**src/rtl/ram_dp_fifo_pkg.sv**
```systemverilog
// ram_dp_fifo_pkg
// Shared definitions for the dual-port-RAM FIFO controller:
//   OBUF_DEPTH   - depth of the prefetch/output buffer
//   HS_DW        - data width of the generic stream handshake bundle
//   count_width  - width of an occupancy counter for a 2**aw word store
//   stream_hs_t  - valid/ready/data handshake bundle
package ram_dp_fifo_pkg;

  localparam int OBUF_DEPTH = 2;
  localparam int HS_DW      = 16;

  // Occupancy runs 0..2**aw inclusive, so it needs one bit more than the address.
  function automatic int count_width(input int aw);
    return aw + 1;
  endfunction

  typedef struct packed {
    logic             valid;
    logic             ready;
    logic [HS_DW-1:0] data;
  } stream_hs_t;

endpackage

```
**src/rtl/ram_dp_fifo_obuf.sv**
```systemverilog
// ram_dp_fifo_obuf
// Two-entry output buffer that captures RAM read data and presents it as a
// first-word-fall-through stream.
// Ports:
//   clk, rst  - clock, asynchronous active-high reset (empties the buffer)
//   wr_en     - capture wr_data this cycle
//   wr_data   - word returned by the RAM read port
//   pop       - head word consumed this cycle (only asserted while valid)
//   buf_cnt   - number of words held, 0..2
//   valid     - buffer not empty
//   data      - head word
module ram_dp_fifo_obuf
  import ram_dp_fifo_pkg::*;
#(
  parameter int DW = 16
) (
  input  logic          clk,
  input  logic          rst,
  input  logic          wr_en,
  input  logic [DW-1:0] wr_data,
  input  logic          pop,
  output logic [1:0]    buf_cnt,
  output logic          valid,
  output logic [DW-1:0] data
);

  logic [DW-1:0] mem [OBUF_DEPTH];
  logic          wr_ptr_reg;
  logic          rd_ptr_reg;
  logic [1:0]    cnt_reg;

  always_ff @(posedge clk or posedge rst) begin
    if (rst) begin
      wr_ptr_reg <= 1'b0;
      rd_ptr_reg <= 1'b0;
      cnt_reg    <= 2'd0;
    end else begin
      if (wr_en) wr_ptr_reg <= ~wr_ptr_reg;
      if (pop)   rd_ptr_reg <= ~rd_ptr_reg;
      // Capture and pop may coincide; the count then stays put.
      cnt_reg <= cnt_reg + 2'(wr_en) - 2'(pop);
    end
  end

  // Storage carries no reset: stale words are never visible because the
  // count and pointers are cleared.
  genvar gi;
  generate
    for (gi = 0; gi < OBUF_DEPTH; gi++) begin : g_entry
      always_ff @(posedge clk) begin
        if (wr_en && (wr_ptr_reg == 1'(gi))) mem[gi] <= wr_data;
      end
    end
  endgenerate

  assign buf_cnt = cnt_reg;
  assign valid   = (cnt_reg != 2'd0);
  assign data    = mem[rd_ptr_reg];

endmodule

```
**src/rtl/ram_dp_fifo_ctrl.sv**
```systemverilog
// ram_dp_fifo_ctrl
// Single-clock FIFO controller driving the system side of a dual-port RAM.
// Port A writes incoming words; port B prefetches into a 2-entry output
// buffer that feeds a first-word-fall-through output stream.
// Ports:
//   clk, rst            - clock (also the RAM clocks), async active-high reset
//   in_valid/in_ready/in_data    - upstream stream
//   out_valid/out_ready/out_data - downstream stream
//   count               - words held in RAM + in flight + output buffer
//   w_a, a_a, d_a       - RAM port A write strobe/address/data
//   w_b, a_b, d_b       - RAM port B strobe (0)/address/data (0)
//   q_b                 - RAM port B read data, one cycle after a_b
module ram_dp_fifo_ctrl
  import ram_dp_fifo_pkg::*;
#(
  parameter int AW = 16,
  parameter int DW = 16
) (
  input  logic          clk,
  input  logic          rst,
  input  logic          in_valid,
  output logic          in_ready,
  input  logic [DW-1:0] in_data,
  output logic          out_valid,
  input  logic          out_ready,
  output logic [DW-1:0] out_data,
  output logic [AW:0]   count,
  output logic          w_a,
  output logic [AW-1:0] a_a,
  output logic [DW-1:0] d_a,
  output logic          w_b,
  output logic [AW-1:0] a_b,
  output logic [DW-1:0] d_b,
  input  logic [DW-1:0] q_b
);

  localparam int              CW       = count_width(AW);
  localparam logic [CW-1:0]   FIFO_CAP = {1'b1, {AW{1'b0}}};

  logic [AW-1:0] wptr_reg;
  logic [AW-1:0] fptr_reg;
  logic [CW-1:0] mem_cnt_reg;
  logic          inflight_reg;

  logic [1:0]    buf_cnt;
  logic          push;
  logic          pop;
  logic          fetch;
  logic [1:0]    occ;

  // Occupancy comes from registered state only, so a pop in the same cycle
  // never re-opens the input.
  assign count    = mem_cnt_reg + CW'(inflight_reg) + CW'(buf_cnt);
  assign in_ready = (count < FIFO_CAP);
  assign push     = in_valid & in_ready;
  assign pop      = out_valid & out_ready;

  // Words already committed to the buffer (held or arriving next cycle).
  // A new fetch is allowed while that stays within the buffer depth,
  // counting a same-cycle pop as freeing a slot.
  assign occ   = buf_cnt + {1'b0, inflight_reg};
  assign fetch = (mem_cnt_reg != '0) &&
                 ((occ < 2'(OBUF_DEPTH)) || ((occ == 2'(OBUF_DEPTH)) && pop));

  assign w_a = push;
  assign a_a = wptr_reg;
  assign d_a = in_data;
  assign w_b = 1'b0;
  assign a_b = fptr_reg;
  assign d_b = '0;

  always_ff @(posedge clk or posedge rst) begin
    if (rst) begin
      wptr_reg     <= '0;
      fptr_reg     <= '0;
      mem_cnt_reg  <= '0;
      inflight_reg <= 1'b0;
    end else begin
      if (push)  wptr_reg <= wptr_reg + 1'b1;
      if (fetch) fptr_reg <= fptr_reg + 1'b1;
      mem_cnt_reg  <= mem_cnt_reg + CW'(push) - CW'(fetch);
      // q_b is valid the cycle after the fetch; this flag marks it for capture.
      inflight_reg <= fetch;
    end
  end

  ram_dp_fifo_obuf #(
    .DW (DW)
  ) u_obuf (
    .clk     (clk),
    .rst     (rst),
    .wr_en   (inflight_reg),
    .wr_data (q_b),
    .pop     (pop),
    .buf_cnt (buf_cnt),
    .valid   (out_valid),
    .data    (out_data)
  );

endmodule
```
**config.mk**
```make
export PLATFORM = sky130hd
export DESIGN_NAME = ram_dp_fifo_ctrl
export DESIGN_NICKNAME = d
export VERILOG_FILES = /design/src/rtl/ram_dp_fifo_pkg.sv /design/src/rtl/ram_dp_fifo_obuf.sv /design/src/rtl/ram_dp_fifo_ctrl.sv
export SDC_FILE = /design/constraint.sdc
export NUM_CORES = 1
export LEC_CHECK = 0
export CAP_MARGIN = 10
export CORE_MARGIN = 3
export CORE_UTILIZATION = 40
export DETAILED_ROUTE_END_ITERATION = 8
export GPL_ROUTABILITY_DRIVEN = 0
export PLACE_DENSITY = 0.66
export REMOVE_ABC_BUFFERS = 1
export SLEW_MARGIN = 40
export SYNTH_ARGS = -nofsm -noshare
export SYNTH_HDL_FRONTEND = slang
export SYNTH_SLANG_ARGS = --single-unit
```
**constraint.sdc**
```tcl
create_clock -name clk -period 8.99 [get_ports clk]
set_input_delay 0.899 -clock clk [delete_from_list [all_inputs] [get_ports clk]]
set_output_delay 0.899 -clock clk [all_outputs]
set_load 0.01 [all_outputs]
```
[After elaboration in Yosys (flattened, before gate mapping)]
Memories as Yosys holds them, arrays and structs flattened.
Cells that the tools add are included.
Cells by class
  add/subtract/negate cells: 8
  $lt $le $gt $ge: 2
  multiplexer cells: 7
  equal/unequal tests: 1
  reduce and logical (&&, ||, !) cells: 8
  bitwise operators: 4
Operators with widths (number)
  17-bit by 1-bit adder with 17-bit output: 2
  16-bit by 1-bit adder with 16-bit output, second input constant: 2
  17-bit by 2-bit adder with 17-bit output: 1
  17-bit < comparator, second input constant: 1
  17-bit nonzero test: 1
  17-bit by 1-bit subtractor with 17-bit output: 1
  16-bit 2-to-1 mux: 1
  16-bit OR reduction: 1
  1-bit 2-to-1 mux: 6
  1-bit logical AND: 4
  2-bit by 1-bit adder with 2-bit output: 1
  1-bit AND: 2
  2-bit equality test, second input constant: 1
  2-bit < comparator, second input constant: 1
  1-bit NOT: 2
  2-bit nonzero test: 1
  2-bit by 1-bit subtractor with 2-bit output: 1
  1-bit logical OR: 1
Storage, ports and cells
  output and inout bits: 101
  register bits after elaboration: 54
  word-level logic and storage cells: 38
  memories kept: 1
  bits in writable memories: 32
Memories
  u_obuf.mem: words 2, width 16, read ports 1, clocked after memory_dff 0, write ports 1, RTL line ram_dp_fifo_obuf.sv:27  | logic [DW-1:0] mem [OBUF_DEPTH];

[Longest topological paths before layout]
Gate-level depths: netlist of the first run.
  depth in word-level cells: 6
  mapped depth: 19

[By module]
A second synthesis of the first run with hierarchy kept.
Unflattened totals
  cell total of the unflattened synthesis: 438
  area total of the unflattened synthesis: 5024.8 sq um
By module, submodules not included
  ram_dp_fifo_ctrl: instances 1, cells each 373, sequential area each 1251.2 sq um, area an instance 3622.2 sq um
  ram_dp_fifo_obuf: instances 1, cells each 65, sequential area each 1061.0 sq um, area an instance 1402.6 sq um

[Least setup slack after synthesis of the first run]
Ideal clock, no wire load.
  path type: register to register
  from: register inflight_reg
  to: register mem_cnt_reg[16]
  path buffers: 2
  clock period less this slack: 3.830 ns
  path slack: 5.160 ns
  arrival time: 3.711 ns
  cell stages (with the launch flop): 20
  path through: dfrtp_1 inv_1 fa_1 inv_1 fa_1 and4_4 buf_6 and2_4 xnor2_4 and2_2 clkbuf_1 ha_1 inv_1 fa_1 nor2b_1 o2111ai_1 a31o_2 nand2_1 a221oi_1 and3_1
On the way
  longest elaborated chain between the ends: 6
  elaborated cells between the ends (all ways): 12
  those cells by class: add/sub: 5; order compare: 2; eq/ne: 1; bitwise: 1; reduce/logical: 3
Ends and longest elaborated chain
  start, declared: RTL line ram_dp_fifo_ctrl.sv:43  | logic inflight_reg;
  start signal, assigned: RTL line ram_dp_fifo_ctrl.sv:83  | inflight_reg <= fetch;
  17-bit by 1-bit adder with 17-bit output: RTL line ram_dp_fifo_ctrl.sv:53  | assign count = mem_cnt_reg + CW'(inflight_reg) + CW'(buf_cnt);
  17-bit by 2-bit adder with 17-bit output: RTL line ram_dp_fifo_ctrl.sv:53
  17-bit < comparator: RTL line ram_dp_fifo_ctrl.sv:54  | assign in_ready = (count < FIFO_CAP);
  via in_ready: RTL line ram_dp_fifo_ctrl.sv:22  | output logic in_ready,
  1-bit AND: RTL line ram_dp_fifo_ctrl.sv:55  | assign push = in_valid & in_ready;
  via w_a: RTL line ram_dp_fifo_ctrl.sv:28  | output logic w_a,
  17-bit by 1-bit adder with 17-bit output: RTL line ram_dp_fifo_ctrl.sv:81  | mem_cnt_reg <= mem_cnt_reg + CW'(push) - CW'(fetch);
  17-bit by 1-bit subtractor with 17-bit output: RTL line ram_dp_fifo_ctrl.sv:81
  end signal, assigned: RTL line ram_dp_fifo_ctrl.sv:81
  end, declared: RTL line ram_dp_fifo_ctrl.sv:42  | logic [CW-1:0] mem_cnt_reg;
The timed path passes the listed nets, and every way through them passes these cells.
A chain may end at the register's enable or synchronous reset.

[Worst setup path after layout of the first run]
  from: register inflight_reg
  to: register mem_cnt_reg[13]
On the way
  longest elaborated chain between the ends: 6
  elaborated cells between the ends (all ways): 12
  those cells by class: add/sub: 5; order compare: 2; eq/ne: 1; bitwise: 1; reduce/logical: 3
Ends and longest elaborated chain (RTL line)
  17-bit by 1-bit adder with 17-bit output or 2-bit by 1-bit adder with 2-bit output (tied branches): ram_dp_fifo_ctrl.sv:53, ram_dp_fifo_ctrl.sv:61
  17-bit by 2-bit adder with 17-bit output or 2-bit equality test (tied branches): ram_dp_fifo_ctrl.sv:53, ram_dp_fifo_ctrl.sv:63
  17-bit < comparator or 1-bit logical AND (tied branches): ram_dp_fifo_ctrl.sv:54, ram_dp_fifo_ctrl.sv:63
  1-bit AND or 1-bit logical OR (tied branches): ram_dp_fifo_ctrl.sv:55, ram_dp_fifo_ctrl.sv:63
  17-bit by 1-bit adder with 17-bit output or 1-bit logical AND (tied branches): ram_dp_fifo_ctrl.sv:81, ram_dp_fifo_ctrl.sv:62
  17-bit by 1-bit subtractor with 17-bit output *: ram_dp_fifo_ctrl.sv:81
Every way passes the cells marked *; elsewhere a longest branch is shown, timed or not.

==> run summary, run 1 <==
Status -> complete, no violations
Syn Std Cell Area -> 4940 sq um
GRT Resource Usage Total -> 14.9%
Placeable core area -> 11800 sq um
Crit share post-route -> 43.7%
Commonest non-fill, non-tap cells in the layout -> clkdlybuf4s50_1 (87), dfrtp_1 (54), xnor2_1 (43), ha_1 (42), inv_1 (34)
Register bit total from synthesis -> 86
Ant diodes -> 0
Worst-margin pin slew -> 747 ps
Post-DP Area -> 5810 sq um
IO Port Bufs -> 87
Global-route wire length before repair -> 16100 microns
Vias in the first global route -> 3315
Maximum fanout along the worst path -> 6
Hold Crit Depth -> 1
Share of layout cells above drive strength 1 -> 10.7%
Tmin final -> 3930 ps
Post-Route Setup TNS -> 0 ps
Clock Power Share -> 14.4%
Leakage power -> 2.58 nW
Fin cells -> 679
Filler cell count in the final layout -> 1061
Final Max Tran Viols -> 0
Worst-Skew Late Latency -> 330 ps
NumNets Final -> 591
Clock slew at reported path FFs -> 70 ps
Worst Reg-to-Reg Cells -> 15
Avg Cell Area, Syn -> 11.4 sq um
YS warnings -> 0
Critical path required time -> 9180 ps
DR iter-0 viols -> 183
Overflow after GRT -> 0
EDFF count, synth -> 32
Antenna viol nets, final -> 0
Clock skew -> 8.81 ps
Die area -> 13700 sq um
Endpoint, Worst Hold -> a_b[15]$_DFFE_PP0P_
Die Y -> 117 microns
Combinational group share of total power -> 56.0%
Starting Density -> 42.0%
Final Hold Vio Count -> 0
Count of cell types in the netlist -> 58
Reg2reg setup slack -> 5060 ps
Hold Path Class -> reg -> reg
DRT Wirelength -> 10100 microns
Sw power -> 0.000974 W
Placement Rows -> 39
Cell accounting for the most synthesized area -> dfrtp_1
Largest net degree at the start of global routing -> 55
Sink Count -> 86
Maximum clock rate -> 254 MHz
FF-to-FF Start -> inflight_reg$_DFF_PP0_
Peak supply drop -> 0.242 mV
Top cell type's share of synthesized area -> 27.3%
Post-Layout Inst Area -> 6090 sq um
Die width -> 117 microns
Clock Tree Buf Depth -> 2
# setup viols final -> 0
CTS tree -> built
Mean number of vias per cell -> 4.86
Syn Inst Count -> 433
Synth-to-Final Area Change -> 23.2%
Top cells by area, synth -> dfrtp_1 (27%), edfxtp_1 (19%), ha_1 (11%), xnor2_1 (7.6%), buf_4 (5.0%)
Max reg flops -> 32
CP arrival -> 4130 ps
Antenna violations before repair -> 0
Rel. slew slack -> 50.2%
Asr flop ratio synth -> 62.8%
Clock tree root driver cell -> clkbuf_16
Crit. End Element -> flip-flop
WHS -> 473 ps
Commonest non-fill, non-tap cell in the layout -> clkdlybuf4s50_1
PostCTS Resize Cnt -> 0
DR WL/cell -> 14.9 microns
CP Class -> reg -> reg
Hold Path Origin -> a_b[15]$_DFFE_PP0P_
Total Power -> 0.00241 W
TritonCTS buffer count -> 9
Top-level I/O count -> 137
Drt drc -> 0
Placed cells -> 663
DP HPWL -> 7640 microns
Most used DFF post-synth -> dfrtp_1
Reg2reg end -> mem_cnt_reg[13]$_DFF_PP0_
# H-tree levels -> 3
Max-cap violation count -> 0
Internal cell power -> 0.00143 W
RSZ-0062 raised after global routing -> no
PwrDens -> 395 nW/um^2
Total number of vias -> 3300
# Post-CTS Setup Buffers -> 0
CP Launch Type -> flip-flop
CTS Hold Bufs -> 0
Drt first pass iters -> 4
Net Sw Frac -> 40.5%
Register area share after synthesis -> 46.8%
Seq pwr share -> 29.6%
kinds of logic after synthesis:
logic type | count (synthesis) | share of synthesized area, %
AO/OA/AOI/OAI | 34 | 4.66
XOR/XNOR | 65 | 11.9
adder cells (fa/ha/maj) | 45 | 11.8
buffers and inverters | 76 | 8.60
flip-flops | 86 | 46.8
multiplexers | 18 | 4.07
other | 1 | 0.0758
AND/OR/NAND/NOR | 108 | 12.1
power by group through the flow:
| stage | logic (W) | clock network, W | registers (W) |
|---|---|---|---|
| 3_5_place_dp | 0.00134 | 0 | 0.000721 |
| 3_3_place_gp | 0.00133 | 0 | 0.000716 |
| 2_1_floorplan | 0.000871 | 0 | 0.000690 |
| 5_1_grt | 0.00150 | 0.000381 | 0.000732 |
| 6_report | 0.00135 | 0.000347 | 0.000712 |
| 4_1_cts | 0.00136 | 0.000359 | 0.000715 |
through the flow:
stage	setup WS (ps)	utilization, %
final	5060	51.8
after global routing	4790	51.8
after CTS	5060	51.8
after detailed placement	4880	49.4
after global placement	5000	49.4
after floorplan	5420	-
cells in the mapped netlist, types with 2 or more instances:
cell and number:
or2_2 2, and4_4 2, xnor2_1 43, dfrtp_1 54, fa_1 3, clkbuf_1 2
o21bai_1 3, buf_4 33, inv_1 35, nor2_2 2, nor2_1 18, and3_1 6
xor2_1 21, nand4b_1 2, nand2_1 29, nor4_1 2, a21o_1 3, mux2_2 17
ha_1 42, buf_6 2, a221oi_1 2, nor3_1 2, nand3_1 14, nand4_1 11
o41ai_1 2, a21oi_1 13, and2_1 3, inv_2 2, nor2b_1 3, edfxtp_1 32
worst max path at each step:
stage / end / slack [ps] / depth (start not counted) / from
2_1_floorplan: mem_cnt_reg[16]$_DFF_PP0_ / 5420 / 17 / inflight_reg$_DFF_PP0_
3_3_place_gp: mem_cnt_reg[13]$_DFF_PP0_ / 5000 / 13 / out_ready
3_5_place_dp: mem_cnt_reg[13]$_DFF_PP0_ / 4880 / 13 / out_ready
4_1_cts: w_a / 5060 / 9 / inflight_reg$_DFF_PP0_
5_1_grt: mem_cnt_reg[13]$_DFF_PP0_ / 4790 / 15 / inflight_reg$_DFF_PP0_
6_report: mem_cnt_reg[13]$_DFF_PP0_ / 5060 / 15 / inflight_reg$_DFF_PP0_
layout make-up:
class                      count  area [sq um]  share of cell area (%)
sequential                    86          2310                    37.9
multi-input combinational    287          2270                    37.2
timing repair buffer          89           886                    14.5
clock buffer                   9           225                    3.70
tap                          164           205                    3.37
inverter                      37           139                    2.28
clock inverter                 7          58.8                   0.965
metal layers:
metal,share of wire (%),vias to the layer above,GRT usage [%]
li1,-,1575,-
met1,45,1603,20.4
met2,46,113,23.0
met3,7.8,9,4.94
met4,0.83,0,3.52
met5,0,-,0
worst max-delay path: stages, from the launching register on:
cell and delay, ps:
dfrtp_1 390, inv_1 90, fa_1 420, inv_1 80, fa_1 290, and4_4 300, and2_4 180, xnor2_4 120
and2_2 250, ha_1 210, a211oi_1 100, o41ai_1 590, o21ai_0 270, o21ai_1 250, o41ai_1 110, xor2_1 160
Note: power is estimated with default switching activity, not from simulation.
==> run 2, diff against run 1 <==
==> constraint.sdc (replaced) <==
create_clock -name clk -period 3.8 [get_ports clk]
set_input_delay 0.38 -clock clk [delete_from_list [all_inputs] [get_ports clk]]
set_output_delay 0.38 -clock clk [all_outputs]
set_load 0.01 [all_outputs]
==> run summary, run 2 (synthesis results as in run 1) <==
CP Class -> reg -> reg
Worst path max stage delay -> 430 ps
CP dominant cell by count -> inv_1
Final Hold Vio Count -> 0
Worst-margin pin slew -> 774 ps
Share of layout cells above drive strength 1 -> 12.9%
Drt drc -> 0
Critical path required time -> 4030 ps
Area of the multi-input gates -> 2280 sq um
CP arrival -> 3790 ps
Die Y -> 117 microns
Peak supply drop -> 0.550 mV
Rel. slew slack -> 48.4%
TritonCTS buffer count -> 9
Worst Reg-to-Reg Cells -> 17
CTS tree -> built
Max reg flops -> 32
Commonest non-fill, non-tap cell in the layout -> clkdlybuf4s50_1
DR WL/cell -> 14.9 microns
Drt first pass iters -> 4
Met1 Usage GRT -> 20.9%
Ant diodes -> 0
Synth-to-Final Area Change -> 24.9%
Clock skew -> 6.73 ps
Crit. End Element -> flip-flop
Final core utilization -> 52.5%
Mean number of vias per cell -> 4.75
FF-to-FF Start -> inflight_reg$_DFF_PP0_
Global Route met2 Usage -> 23.9%
Status -> complete, no violations
Met3 GRT Util -> 3.86%
Vias in the first global route -> 3324
Placeable core area -> 11800 sq um
# setup viols final -> 0
DP HPWL -> 7720 microns
Die width -> 117 microns
Critical Path, Cell by Cell -> inv_1 -> fa_1 -> inv_1 -> fa_2 -> and4_4 -> and2_4 -> xnor2_4 -> and2_2 -> ha_1 -> inv_1 -> fa_2 -> nor2b_2 -> o2111ai_1 -> a31o_2 -> nand2_2 -> a221oi_1 -> and3_1
Filler cell count in the final layout -> 1036
IO Port Bufs -> 87
Placement Rows -> 39
Reg2reg end -> mem_cnt_reg[16]$_DFF_PP0_
Reg2reg setup slack -> 240 ps
Crit share post-route -> 93.7%
Fin cells -> 690
Sink Count -> 86
Starting Density -> 42.0%
# H-tree levels -> 3
Placed cells -> 671
Clock tree root driver cell -> clkbuf_16
Antenna violations before repair -> 0
Worst-Skew Late Latency -> 340 ps
CP Launch Type -> flip-flop
Largest net degree at the start of global routing -> 38
Top Usage Layer GRT -> met2
Post-route setup slack -> 241 ps
Clock Tree Buf Depth -> 2
Maximum clock rate -> 281 MHz
Worst path slowest cell -> fa_1
GRT Resource Usage Total -> 15.4%
Post-Layout Inst Area -> 6180 sq um
Total number of vias -> 3276
Clock slew at reported path FFs -> 60 ps
Hold Path Class -> in -> async
Overflow after GRT -> 0
Max-cap violation count -> 0
Final Max Tran Viols -> 0
DRT Wirelength -> 10300 microns
Post-DP Area -> 5870 sq um
Tmin final -> 3560 ps
NumNets Final -> 602
DR iter-0 viols -> 172
Post-Place Worst Slack -> 51.6 ps
Antenna viol nets, final -> 0
Top-level I/O count -> 137
Leakage power -> 2.62 nW
Die area -> 13700 sq um
Maximum fanout along the worst path -> 5
Commonest non-fill, non-tap cells in the layout -> clkdlybuf4s50_1 (87), dfrtp_1 (54), xnor2_1 (43), ha_1 (42), inv_1 (34)
PwrDens -> 945 nW/um^2
Storage cell area -> 2310 sq um
Global-route wire length before repair -> 16500 microns
==> run 2: cell types whose count changed in the layout (fill, tap and decap cells not counted), sizes merged <==
cell / before / now
buf: 2 / 13
clkbuf: 9 / 12
clkinv: 4 / 2
clkinvlp: 0 / 2
inv: 40 / 37
==> run 2: how the worst max path moves through the flow <==
| stage | startpoint | end | slack, ps | depth (start not counted) |
|---|---|---|---|---|
| after global routing | inflight_reg$_DFF_PP0_ | mem_cnt_reg[16]$_DFF_PP0_ | -30 | 17 |
| after CTS | inflight_reg$_DFF_PP0_ | mem_cnt_reg[16]$_DFF_PP0_ | 40 | 17 |
| after floorplan | inflight_reg$_DFF_PP0_ | mem_cnt_reg[16]$_DFF_PP0_ | 230 | 17 |
| after detailed placement | inflight_reg$_DFF_PP0_ | mem_cnt_reg[16]$_DFF_PP0_ | 50 | 17 |
| after global placement | inflight_reg$_DFF_PP0_ | mem_cnt_reg[16]$_DFF_PP0_ | 180 | 17 |
| final | inflight_reg$_DFF_PP0_ | mem_cnt_reg[16]$_DFF_PP0_ | 240 | 17 |
==> run 2: routing by layer <==
metal / wire [microns] / vias to the layer above
met5: 0 / -
met4: 177 / 0
met3: 714 / 13
met2: 4630 / 108
met1: 4730 / 1559
li1: - / 1596
==> run 2: metrics by stage <==
| step | hold WS [ps] | setup TNS, ps | power (W) |
|---|---|---|---|
| detailed placement | 463 | 0 | 0.00498 |
| finish | 433 | 0 | 0.00583 |
| global placement | 462 | 0 | 0.00494 |
| floorplan | 454 | 0 | 0.00369 |
| CTS | 449 | 0 | 0.00584 |
| global route | 484 | -28.7 | 0.00631 |
==> run 2: layout make-up <==
type / instances / share of cell area, %
well taps: 164 / 3.32
multi-input cells: 287 / 36.9
clock buffers: 12 / 3.99
inverters: 37 / 2.29
clock inverters: 4 / 0.405
flip-flops and latches: 86 / 37.4
repair buffers: 100 / 15.7
==> run 2: critical path: cells and delay by family (launching register included) <==
| kind | cells | cell delay, ps |
|---|---|---|
| buffers and inverters | 3 | 240 |
| and+or+nand+nor | 6 | 1040 |
| AOI/OAI and AO/OA | 3 | 490 |
| DFF | 1 | 380 |
| adders and majority gates | 4 | 1190 |
| xor gates and xnor gates | 1 | 120 |
==> run 2: power breakdown <==
part           internal (W)  switching [W]  total, W  leakage (nW)
sequential          0.00134       0.000288   0.00163         0.968
clock              0.000459       0.000349  0.000808         0.129
combinational       0.00171        0.00169   0.00340          1.53
==> run 2: what timing repair did <==
action | 4_1_cts | 5_1_grt
endpoints found under the setup margin | 0 | 6
resized for setup | 0 | 5
hold endpoints to repair | 0 | 0
hold buffers | 0 | 0
setup buffers | 0 | 3
==> run 3, diff against run 2 <==
--- a/config.mk
+++ b/config.mk
@@ -8,6 +8,7 @@
 export CAP_MARGIN = 10
 export CORE_MARGIN = 3
 export CORE_UTILIZATION = 40
+export CTS_CLUSTER_SIZE = 8
 export DETAILED_ROUTE_END_ITERATION = 8
 export GPL_ROUTABILITY_DRIVEN = 0
 export PLACE_DENSITY = 0.66
==> results of run 3 <==
Same layout as run 2: the final DEF is identical, and so are final timing and power.
